**src/rtl/vga_sync_decoder.sv**
```systemverilog
// Receive-side VGA sync decoder: recovers RecX/RecY from the HS/VS/BLANK_N stream and tracks lock.
// Optional `VGA_DEC_BLANK_CHECK_EN` also flags VGA_BLANK_N disagreeing with the decoded window.

module vga_sync_decoder #(
  parameter int H_ACTIVE    = 640,
  parameter int H_SYNC      = 96,
  parameter int H_BACK      = 48,
  parameter int H_TOTAL     = 800,
  parameter int V_ACTIVE    = 480,
  parameter int V_SYNC      = 2,
  parameter int V_BACK      = 33,
  parameter int V_TOTAL     = 525,
  parameter int LOCK_FRAMES = 2
) (
  input  logic       Clk,
  input  logic       Reset_n,
  input  logic       pix_en,
  input  logic       VGA_HS,
  input  logic       VGA_VS,
  input  logic       VGA_BLANK_N,
  output logic [9:0] RecX,
  output logic [9:0] RecY,
  output logic       rec_valid,
  output logic       locked,
  output logic       frame_start,
  output logic       err,
  output logic [7:0] frame_count
);

  localparam logic [9:0] CNT_MAX   = 10'h3ff;
  localparam logic [9:0] H_TOT_W   = 10'(H_TOTAL);
  localparam logic [9:0] H_LAST_W  = 10'(H_TOTAL - 1);
  localparam logic [9:0] H_SYNC_W  = 10'(H_SYNC);
  localparam logic [9:0] H_START_W = 10'(H_SYNC + H_BACK);
  localparam logic [9:0] H_ACT_W   = 10'(H_ACTIVE);
  localparam logic [9:0] V_TOT_W   = 10'(V_TOTAL);
  localparam logic [9:0] V_SYNC_W  = 10'(V_SYNC);
  localparam logic [9:0] V_START_W = 10'(V_SYNC + V_BACK);
  localparam logic [9:0] V_ACT_W   = 10'(V_ACTIVE);
  localparam logic [7:0] LOCK_LAST = 8'(LOCK_FRAMES - 1);

  typedef enum logic [1:0] {
    SEARCH = 2'd0,
    TRACK  = 2'd1,
    LOCKED = 2'd2
  } state_t;

  state_t     state;
  logic       hs_prev;
  logic       vs_prev;
  logic       h_seen;
  logic       h_armed;
  logic       v_seen;
  logic       v_armed;
  logic [9:0] hcnt;
  logic [9:0] vcnt;
  logic [7:0] good;

  logic       hs_fall;
  logic       hs_rise;
  logic       vs_fall;
  logic       vs_rise;
  logic [9:0] hcnt_cur;
  logic [9:0] vcnt_inc;
  logic [9:0] vcnt_cur;
  logic [9:0] rec_x_raw;
  logic [9:0] rec_y_raw;
  logic       in_window;
  logic       timing_err;
  logic       blank_err;
  logic       any_err;

`ifdef VGA_DEC_BLANK_CHECK_EN
  assign blank_err = (VGA_BLANK_N != in_window);
`else
  logic blank_unused;
  assign blank_unused = VGA_BLANK_N;
  assign blank_err    = 1'b0;
`endif

  // hcnt_cur/vcnt_cur are the coordinates of the pixel being sampled right now;
  // the length checks look at the registered counts, i.e. the previous pixel.
  always_comb begin
    hs_fall   = hs_prev & ~VGA_HS;
    hs_rise   = ~hs_prev & VGA_HS;
    vs_fall   = vs_prev & ~VGA_VS;
    vs_rise   = ~vs_prev & VGA_VS;
    hcnt_cur  = hs_fall ? 10'd0 : ((hcnt == CNT_MAX) ? hcnt : hcnt + 10'd1);
    vcnt_inc  = (hs_fall && (vcnt != CNT_MAX)) ? vcnt + 10'd1 : vcnt;
    vcnt_cur  = vs_fall ? 10'd0 : vcnt_inc;
    rec_x_raw = hcnt_cur - H_START_W;
    rec_y_raw = vcnt_cur - V_START_W;
    in_window = (rec_x_raw < H_ACT_W) && (rec_y_raw < V_ACT_W);
    timing_err = (hs_fall && h_armed && (hcnt != H_LAST_W))
              || (hs_rise && h_seen && (hcnt_cur != H_SYNC_W))
              || (!hs_fall && h_seen && (hcnt_cur == H_TOT_W))
              || (vs_fall && v_armed && (vcnt_inc != V_TOT_W))
              || (vs_rise && v_seen && (vcnt_cur != V_SYNC_W));
    any_err   = timing_err | blank_err;
  end

  always_ff @(posedge Clk or negedge Reset_n) begin
    if (!Reset_n) begin
      state       <= SEARCH;
      hs_prev     <= 1'b1;
      vs_prev     <= 1'b1;
      h_seen      <= 1'b0;
      h_armed     <= 1'b0;
      v_seen      <= 1'b0;
      v_armed     <= 1'b0;
      hcnt        <= 10'd0;
      vcnt        <= 10'd0;
      good        <= 8'd0;
      RecX        <= 10'd0;
      RecY        <= 10'd0;
      rec_valid   <= 1'b0;
      locked      <= 1'b0;
      frame_start <= 1'b0;
      err         <= 1'b0;
      frame_count <= 8'd0;
    end else begin
      frame_start <= 1'b0;
      err         <= 1'b0;
      if (pix_en) begin
        hs_prev     <= VGA_HS;
        vs_prev     <= VGA_VS;
        hcnt        <= hcnt_cur;
        vcnt        <= vcnt_cur;
        frame_start <= vs_fall;
        err         <= any_err;
        if (hs_fall) h_seen <= 1'b1;
        if (vs_fall) v_seen <= 1'b1;
        if (in_window) begin
          RecX <= rec_x_raw;
          RecY <= rec_y_raw;
        end
        // Armed flags exempt the first line/frame measured after losing lock.
        if (any_err) begin
          state     <= SEARCH;
          locked    <= 1'b0;
          rec_valid <= 1'b0;
          h_armed   <= 1'b0;
          v_armed   <= 1'b0;
        end else begin
          if (hs_fall) h_armed <= 1'b1;
          if (vs_fall) v_armed <= 1'b1;
          rec_valid <= locked & in_window;
          if (vs_fall) begin
            case (state)
              SEARCH: begin
                state <= TRACK;
                good  <= 8'd0;
              end
              TRACK: begin
                good <= good + 8'd1;
                if (good == LOCK_LAST) begin
                  state     <= LOCKED;
                  locked    <= 1'b1;
                  rec_valid <= in_window;
                end
              end
              LOCKED: frame_count <= frame_count + 8'd1;
              default: state <= SEARCH;
            endcase
          end
        end
      end
    end
  end

endmodule

```
**config.mk**
```make
export PLATFORM = sky130hd
export DESIGN_NAME = vga_sync_decoder
export DESIGN_NICKNAME = d
export VERILOG_FILES = /design/src/rtl/vga_sync_decoder.sv
export SDC_FILE = /design/constraint.sdc
export NUM_CORES = 1
export LEC_CHECK = 0
export BUFFER_PORTS_ARGS = -buffer_cell sky130_fd_sc_hd__buf_2
export CAP_MARGIN = 15
export CORE_MARGIN = 4
export CORE_UTILIZATION = 39
export CTS_CLUSTER_DIAMETER = 80
export CTS_CLUSTER_SIZE = 16
export DETAILED_ROUTE_END_ITERATION = 12
export GPL_TIMING_DRIVEN = 0
export HOLD_SLACK_MARGIN = 0.05
export PLACE_DENSITY = 0.67
export SLEW_MARGIN = 5
export SYNTH_ARGS = -nofsm -noshare
export SYNTH_HDL_FRONTEND = slang
export SYNTH_SLANG_ARGS = --single-unit
```
**constraint.sdc**
```tcl
create_clock -name Clk -period 4.9 [get_ports Clk]
set_clock_uncertainty 0.1 [all_clocks]
set_input_delay 0.245 -clock Clk [delete_from_list [all_inputs] [get_ports Clk]]
set_output_delay 0.245 -clock Clk [all_outputs]
set_load 0.02 [all_outputs]
```
==> metrics.md, run 1 <==
| Metric | Value |
|---|---|
| Syn_area_per_cell | 9.82 sq um |
| Post-route ant nets | 0 |
| Slowest-stage cell, CP | dfrtp_1 |
| GR Overflow Total | 0 |
| Endpoints failing setup | 0 |
| Endpoint class of the critical path | register |
| Post-synthesis mux area share | 0.118 |
| EDFF count, synth | 0 |
| Die width | 112 um |
| Placement Cell Area | 4550 sq um |
| First DRT Iteration DRCs | 206 |
| Vias/cell | 5.46 |
| Placer congestion estimate | 0.916 |
| Port bufs | 35 |
| CTS Buffer Depth | 2 |
| CP Class | register to register |
| Most frequent cell on the critical path | ha_1 |
| Fin crit share | 0.821 |
| Pins Over Slew Limit | 0 |
| Number of top-level pins | 38 |
| Required @ worst endpoint | 5030 ps |
| Final nets | slightly below 500 |
| Commonest non-fill, non-tap cell in the layout | dfrtp_1 |
| Final wirelength | just under 10000 um |
| FF+latch count, synth | 68 |
| Startpoint types | register |
| Root buffer cell | clkbuf_8 |
| Die Footprint | 12400 sq um |
| P per Cell Area | 362 nW/um^2 |
| Number of unique standard cell types used by synthesis | 74 |
| All-Layer GR Usage | 0.157 |
| Cell count after synthesis | about 430 |
| Core box area | about 10000 sq um |
| Final core utilization | 0.457 |
| Worst-path fanout max | 10 |
| Highest metal used | met4 |
| Chip Height | about 110 um |
| Mapped Area | 4180 sq um |
| Setup TNS | 0 ps |
| Largest net degree at the start of global routing | 37 |
| Cell taking the most area after synthesis | dfrtp_1 |
| LEAKAGE | 2.21 nW |
| Layout area overhead | 13.2% |
| Initial antenna violation count | 0 |
| Worst-Margin Slew | 722 ps |
| HPWL Detailed | 7000 um |
| Pre-antenna DRT Iters | 5 |
| Synth Area in XOR/XNOR | 0.0377 |
| Post-synthesis simple-gate area fraction | 0.218 |
| Reg clk slew, reported paths | 70 ps |
| Synthesized Nets | around 440 |
| Fillers | 1035 |
| Share of post-route cells with drive strength above 1 | 0.238 |
| H-tree depth | 3 |
| Main area contributors after synthesis | dfrtp_1, mux2_2, nand2_1, mux2i_1, xnor2_1 |
| Maximum clock rate | 249 MHz |
| Peak supply drop | 0.000195 V |
| Status | finished, final reports clean |
| Clock Latency Late Sink | 350 ps |
| CP Data Arrival Time | around 4200 ps |
| Initial Utilization | 0.403 |
| Met2 routed WL | ~4700 um |
| Commonest non-fill, non-tap cells in the layout | dfrtp_1, nand2_1, buf_2, mux2_2, nor2_1 |
| CTS Buf Count | 9 |
| Drt wl/cell | between 15 and 20 um |
| Cell row count | 37 |
| Adder-cell share of the synthesized area | 0.0269 |
| # diodes | 0 |
| Share of the synthesized area in the top cell type | 0.395 |
| RSZ-0062 raised after global routing | false |
| Clk sink count | 68 |
| Endpoints failing hold | 0 |
| Met3 WL | 462 um |
| CTS tree | built |
| WL met1 | 4390 um |
| Max transition margin | 0.515 |
| Total of max-cap violations | 0 |
| Compound-Gate Fraction of Synth Area | 0.151 |
| Seq/Total Area, Yosys | 0.408 |
| Hold WC Path Type | primary input to register |
| Design Area, Final | 4730 sq um |
| Main synth FF type | dfrtp_1 |
| First-pass GRT wire length | 16200 um |
| Vias in the first global route | 3246 |
| Post-synth ARST share | 1.00 |
| Main combinational cell family by area after synthesis | simple AND/OR/NAND/NOR gates |
| CP peak stage delay | about 450 ps |
| Vias | 3357 |
| Syn. warnings | 0 |
| Critical-path cell list | ha_1 > nand4_1 > o31ai_4 > xor2_1 > or2_1 > inv_1 > ha_1 > o21ai_2 > or3_1 > a31o_1 > o211ai_4 > buf_8 > mux2_4 |
| # DRC | 0 |
| Final Critical Period | 4020 ps |
-- routing by layer --
layer	up-vias	global-route usage
li1	1652	-
met1	1614	0.207
met2	83	0.263
met3	8	0.0359
met4	0	0.0397
met5	-	0
-- layout make-up --
cell class / instances / area (sq um) / share of cell area
clock inverters: 7 / 51.3 / 0.0108
flip-flops and latches: 68 / 1700 / 0.360
repair buffers: 37 / 208 / 0.0439
multi-input cells: 319 / 2310 / 0.487
clock buffers: 9 / 124 / 0.0262
inverters: 23 / 86.3 / 0.0182
well taps: 136 / 170 / 0.0359
plain buffers: 16 / 85.1 / 0.0180
-- registers in the layout, indices dropped and copies added, names as in the netlist --
name and cells:
RecX 10, RecY 10, hcnt 10, vcnt 10, frame_count 8, good 8, state 2, err 1
frame_start 1, h_armed 1, h_seen 1, hs_prev 1, locked 1, rec_valid 1, v_armed 1, v_seen 1
vs_prev 1
-- Yosys cell counts (all sizes together) (7+ instances only) --
master / number
dfrtp: 66
nand2: 39
mux2: 30
nor2: 24
inv: 23
o21ai: 23
nand3: 22
nor3: 21
a21oi: 14
mux2i: 14
xnor2: 13
ha: 9
nand4: 9
and2: 8
buf: 8
clkbuf: 8
a31oi: 7
and3: 7
-- path summary, 6_finish.rpt --
| kind | slack (ps) | endpoint | startpoint | cells after the start |
|---|---|---|---|---|
| min | 80 | vs_prev | VGA_VS | 2 |
| max in group asynchronous | 3800 | vs_prev | Reset_n | 3 |
| min reg2reg | 380 | v_seen | v_seen | 1 |
| max | 880 | RecY[2] | vcnt[1] | 13 |
| max reg2reg | 880 | RecY[2] | vcnt[1] | 13 |
| min in group asynchronous | 280 | RecX[2] | Reset_n | 2 |
-- cells by family (layout without fill, tap and decap cells) --
group	Yosys count	in the layout
buf+inv	39	92
flops	68	68
compound gates	83	83
mux	44	44
xor+xnor	18	18
fa+ha+maj	9	9
simple gates	165	165
-- timing repair --
item,CTS,global route
hold buffers,1,0
setup buffers,0,0
endpoints found under the hold margin,31,0
gates resized for setup,0,0
-- worst max-delay path, delay by kind of cell, from the launching register on --
family          cells  cell delay, ps
buf+inv             2             340
fa+ha+maj           2             630
xor+xnor            1             120
compound gates      4            1150
simple gates        3             800
mux                 1             300
flops               1             450
-- power breakdown --
part / internal (mW) / switching, mW / total (mW)
registers: 0.674 / 0.109 / 0.783
clock network: 0.186 / 0.234 / 0.420
logic: 0.209 / 0.304 / 0.513
total: 1.07 / 0.647 / 1.72
-- through the flow --
stage	instances	hold WS [ps]	setup slack, ps	total power, mW
final	615	80.6	878	1.72
after global routing	615	73.0	624	1.84
after CTS	615	66.7	856	1.74
after detailed placement	598	123	883	1.31
after global placement	597	357	900	1.29
after floorplan	426	-151	1420	1.14
(Power assumes the default switching activity.)
==> run 2: changes to the inputs <==
--- a/config.mk
+++ b/config.mk
@@ -5,6 +5,7 @@
 export SDC_FILE = /design/constraint.sdc
 export NUM_CORES = 1
 export LEC_CHECK = 0
+export ABC_AREA = 1
 export BUFFER_PORTS_ARGS = -buffer_cell sky130_fd_sc_hd__buf_2
 export CAP_MARGIN = 15
 export CORE_MARGIN = 4
==> constraint.sdc (replaced) <==
create_clock -name Clk -period 4.2 [get_ports Clk]
set_clock_uncertainty 0.1 [all_clocks]
set_input_delay 0.21 -clock Clk [delete_from_list [all_inputs] [get_ports Clk]]
set_output_delay 0.21 -clock Clk [all_outputs]
set_load 0.02 [all_outputs]
==> run 2 against run 1 <==
Die area increased by 7.4%; power increased by 8.5%; synthesized cell count increased by 41%; critical path depth increased by 6; cell area increased by 9.8%; register-to-register slack improved by 80 ps; worst hold slack got worse by 6.8 ps; clock power increased by 69%; highest routed layer unchanged.
==> metrics.md, run 2 <==
| Metric | Value |
|---|---|
| Pre-antenna DRT Iters | 4 |
| Final Critical Period | 3240 ps |
| LEAKAGE | 2.65 nW |
| Reg clk slew, reported paths | 60 ps |
| Main area contributors after synthesis | dfrtp_1, nand2_1, nand3_1, inv_1, nand2_4 |
| Status | finished, final reports clean |
| Clock Latency Late Sink | 340 ps |
| GR Overflow Total | 0 |
| Core box area | 11400 sq um |
| Fin crit share | 0.772 |
| Total of max-cap violations | 0 |
| Vias in the first global route | about 3900 |
| Max transition margin | 0.564 |
| Final core utilization | 0.457 |
| Largest net degree at the start of global routing | 69 |
| R2R setup slack | 960 ps |
| Clk sink count | 68 |
| PnR worst setup slack | 957 ps |
| EDFF count, synth | 0 |
| First-pass GRT wire length | 18400 um |
| Worst slack, placed | 970 ps |
| Worst-path fanout max | 10 |
| Die width | 116 um |
| Post-synth ARST share | 1.00 |
| Setup TNS | 0 ps |
| # DRC | 0 |
| # diodes | 0 |
| Post-CTS Setup Repair Bufs | 0 |
| CTS Buffer Depth | 2 |
| Cell taking the most area after synthesis | dfrtp_1 |
| Endpoints failing hold | 0 |
| CTS tree | built |
| FF+latch count, synth | 68 |
| Hold WC Path Type | primary input to register |
| Number of unique standard cell types used by synthesis | 37 |
| Syn. warnings | 0 |
| Mapped Area | 4510 sq um |
| Pins Over Slew Limit | 0 |
| Synthesized Nets | 615 |
| Share of the synthesized area in the top cell type | 0.366 |
| First DRT Iteration DRCs | 292 |
| HPWL Detailed | 7860 um |
| Required @ worst endpoint | 4330 ps |
| Post-route ant nets | 0 |
| Commonest non-fill, non-tap cells in the layout | nand2_1, inv_1, dfrtp_1, nand3_1 |
| Final nets | 665 |
| Fillers | around 1100 |
| CP Class | register to register |
| Cell row count | 39 |
| Register area | 1700 sq um |
| Vias/cell | ~5.0 |
| Placer congestion estimate | 0.909 |
| Layout area overhead | 15.2% |
| Most common cell in the netlist | nand2_1 |
| Chip Height | 116 um |
| Maximum clock rate | 308 MHz |
| Die Footprint | ~13000 sq um |
| RSZ-0062 raised after global routing | false |
| Share of post-route cells with drive strength above 1 | 0.220 |
| Main synth FF type | dfrtp_1 |
| Synth cell count leaders | nand2_1, inv_1, dfrtp_1, nand3_1, nor2_1 |
| Initial Utilization | 0.397 |
| Endpoints failing setup | 0 |
| Endpoint class of the critical path | register |
| Syn_area_per_cell | between 7 and 8 sq um |
| Multi-input logic area | 2430 sq um |
| Peak supply drop | 0.000206 V |
| Number of top-level pins | 38 |
| Resized Gates After CTS | 0 |
| CP Data Arrival Time | 3370 ps |
| H-tree depth | 3 |
| All-Layer GR Usage | 0.171 |
| Post-cts hold buffer count | 2 |
| Seq/Total Area, Yosys | 0.378 |
| Worst-Margin Slew | ~650 ps |
| Commonest non-fill, non-tap cell in the layout | nand2_1 |
| P per Cell Area | 358 nW/um^2 |
| Drt wl/cell | 13.3 um |
| Final wirelength | ~11000 um |
| Cell count after synthesis | 600 |
| Startpoint types | register |
| Initial antenna violation count | 0 |
| Root buffer cell | clkbuf_16 |
| Port bufs | 36 |
| Vias | 3952 |
| CTS Buf Count | 9 |
==> run 2: final cells by class <==
class | count | area share
Clock inverter | 6 | 0.00746
Tap cell | 143 | 0.0344
Clock buffer | 10 | 0.0460
Inverter | 77 | 0.0565
Multi-Input combinational cell | 443 | 0.468
Sequential cell | 68 | 0.328
Buffer | 12 | 0.0156
Timing Repair Buffer | 39 | 0.0443
==> run 2: path summary, 6_finish.rpt <==
path,start,to,cells past startpoint
min in group asynchronous,Reset_n,frame_count[3],3
max,hcnt[0],good[7],19
min reg2reg,v_seen,v_seen,2
min,VGA_HS,hs_prev,3
max in group asynchronous,Reset_n,hs_prev,3
max reg2reg,hcnt[0],good[7],19
==> run 2: metrics by stage <==
step	power, mW	std cells	instance area [sq um]	hold slack [ps]
2_1_floorplan	1.05	600	4510	-186
3_3_place_gp	1.15	779	4870	336
3_5_place_dp	1.16	780	4900	151
4_1_cts	1.88	798	5200	75.4
5_1_grt	1.97	798	5200	96.9
6_report	1.86	798	5200	73.8
==> run 2: layer usage <==
layer | part of all wire | vias to the layer above | GRT usage
met5 | 0 | - | 0
met4 | 0.012 | 0 | 0.0524
met3 | 0.043 | 9 | 0.0465
met2 | 0.47 | 72 | 0.274
met1 | 0.47 | 1857 | 0.225
li1 | - | 2014 | -
==> run 2: logic make-up after synthesis <==
family / after synthesis / share of synthesized area
AO/OA/AOI/OAI: 52 / 0.0704
XOR/XNOR: 14 / 0.0272
adder cells (fa/ha/maj): 9 / 0.0250
buffers and inverters: 89 / 0.0832
flip-flops: 68 / 0.378
AND/OR/NAND/NOR: 368 / 0.417
==> run 2: critical path, stage by stage (launching register included) <==
cell	delay [ps]
dfrtp_1	430
ha_1	210
nand2_2	80
nor2_4	190
nand3_2	200
nand3_1	130
nand3_2	120
inv_2	100
ha_1	150
nand2_1	70
nand3b_1	160
nor2_1	100
nand3_1	110
a21oi_1	260
nand3_2	170
inv_4	150
nand2_4	100
buf_6	170
nand2_1	70
o21ai_2	50
==> run 2: where the power goes <==
part	internal (mW)	switching, mW
Combinational	0.134	0.274
Sequential	0.696	0.0492
Clock	0.414	0.295
Total	1.24	0.618
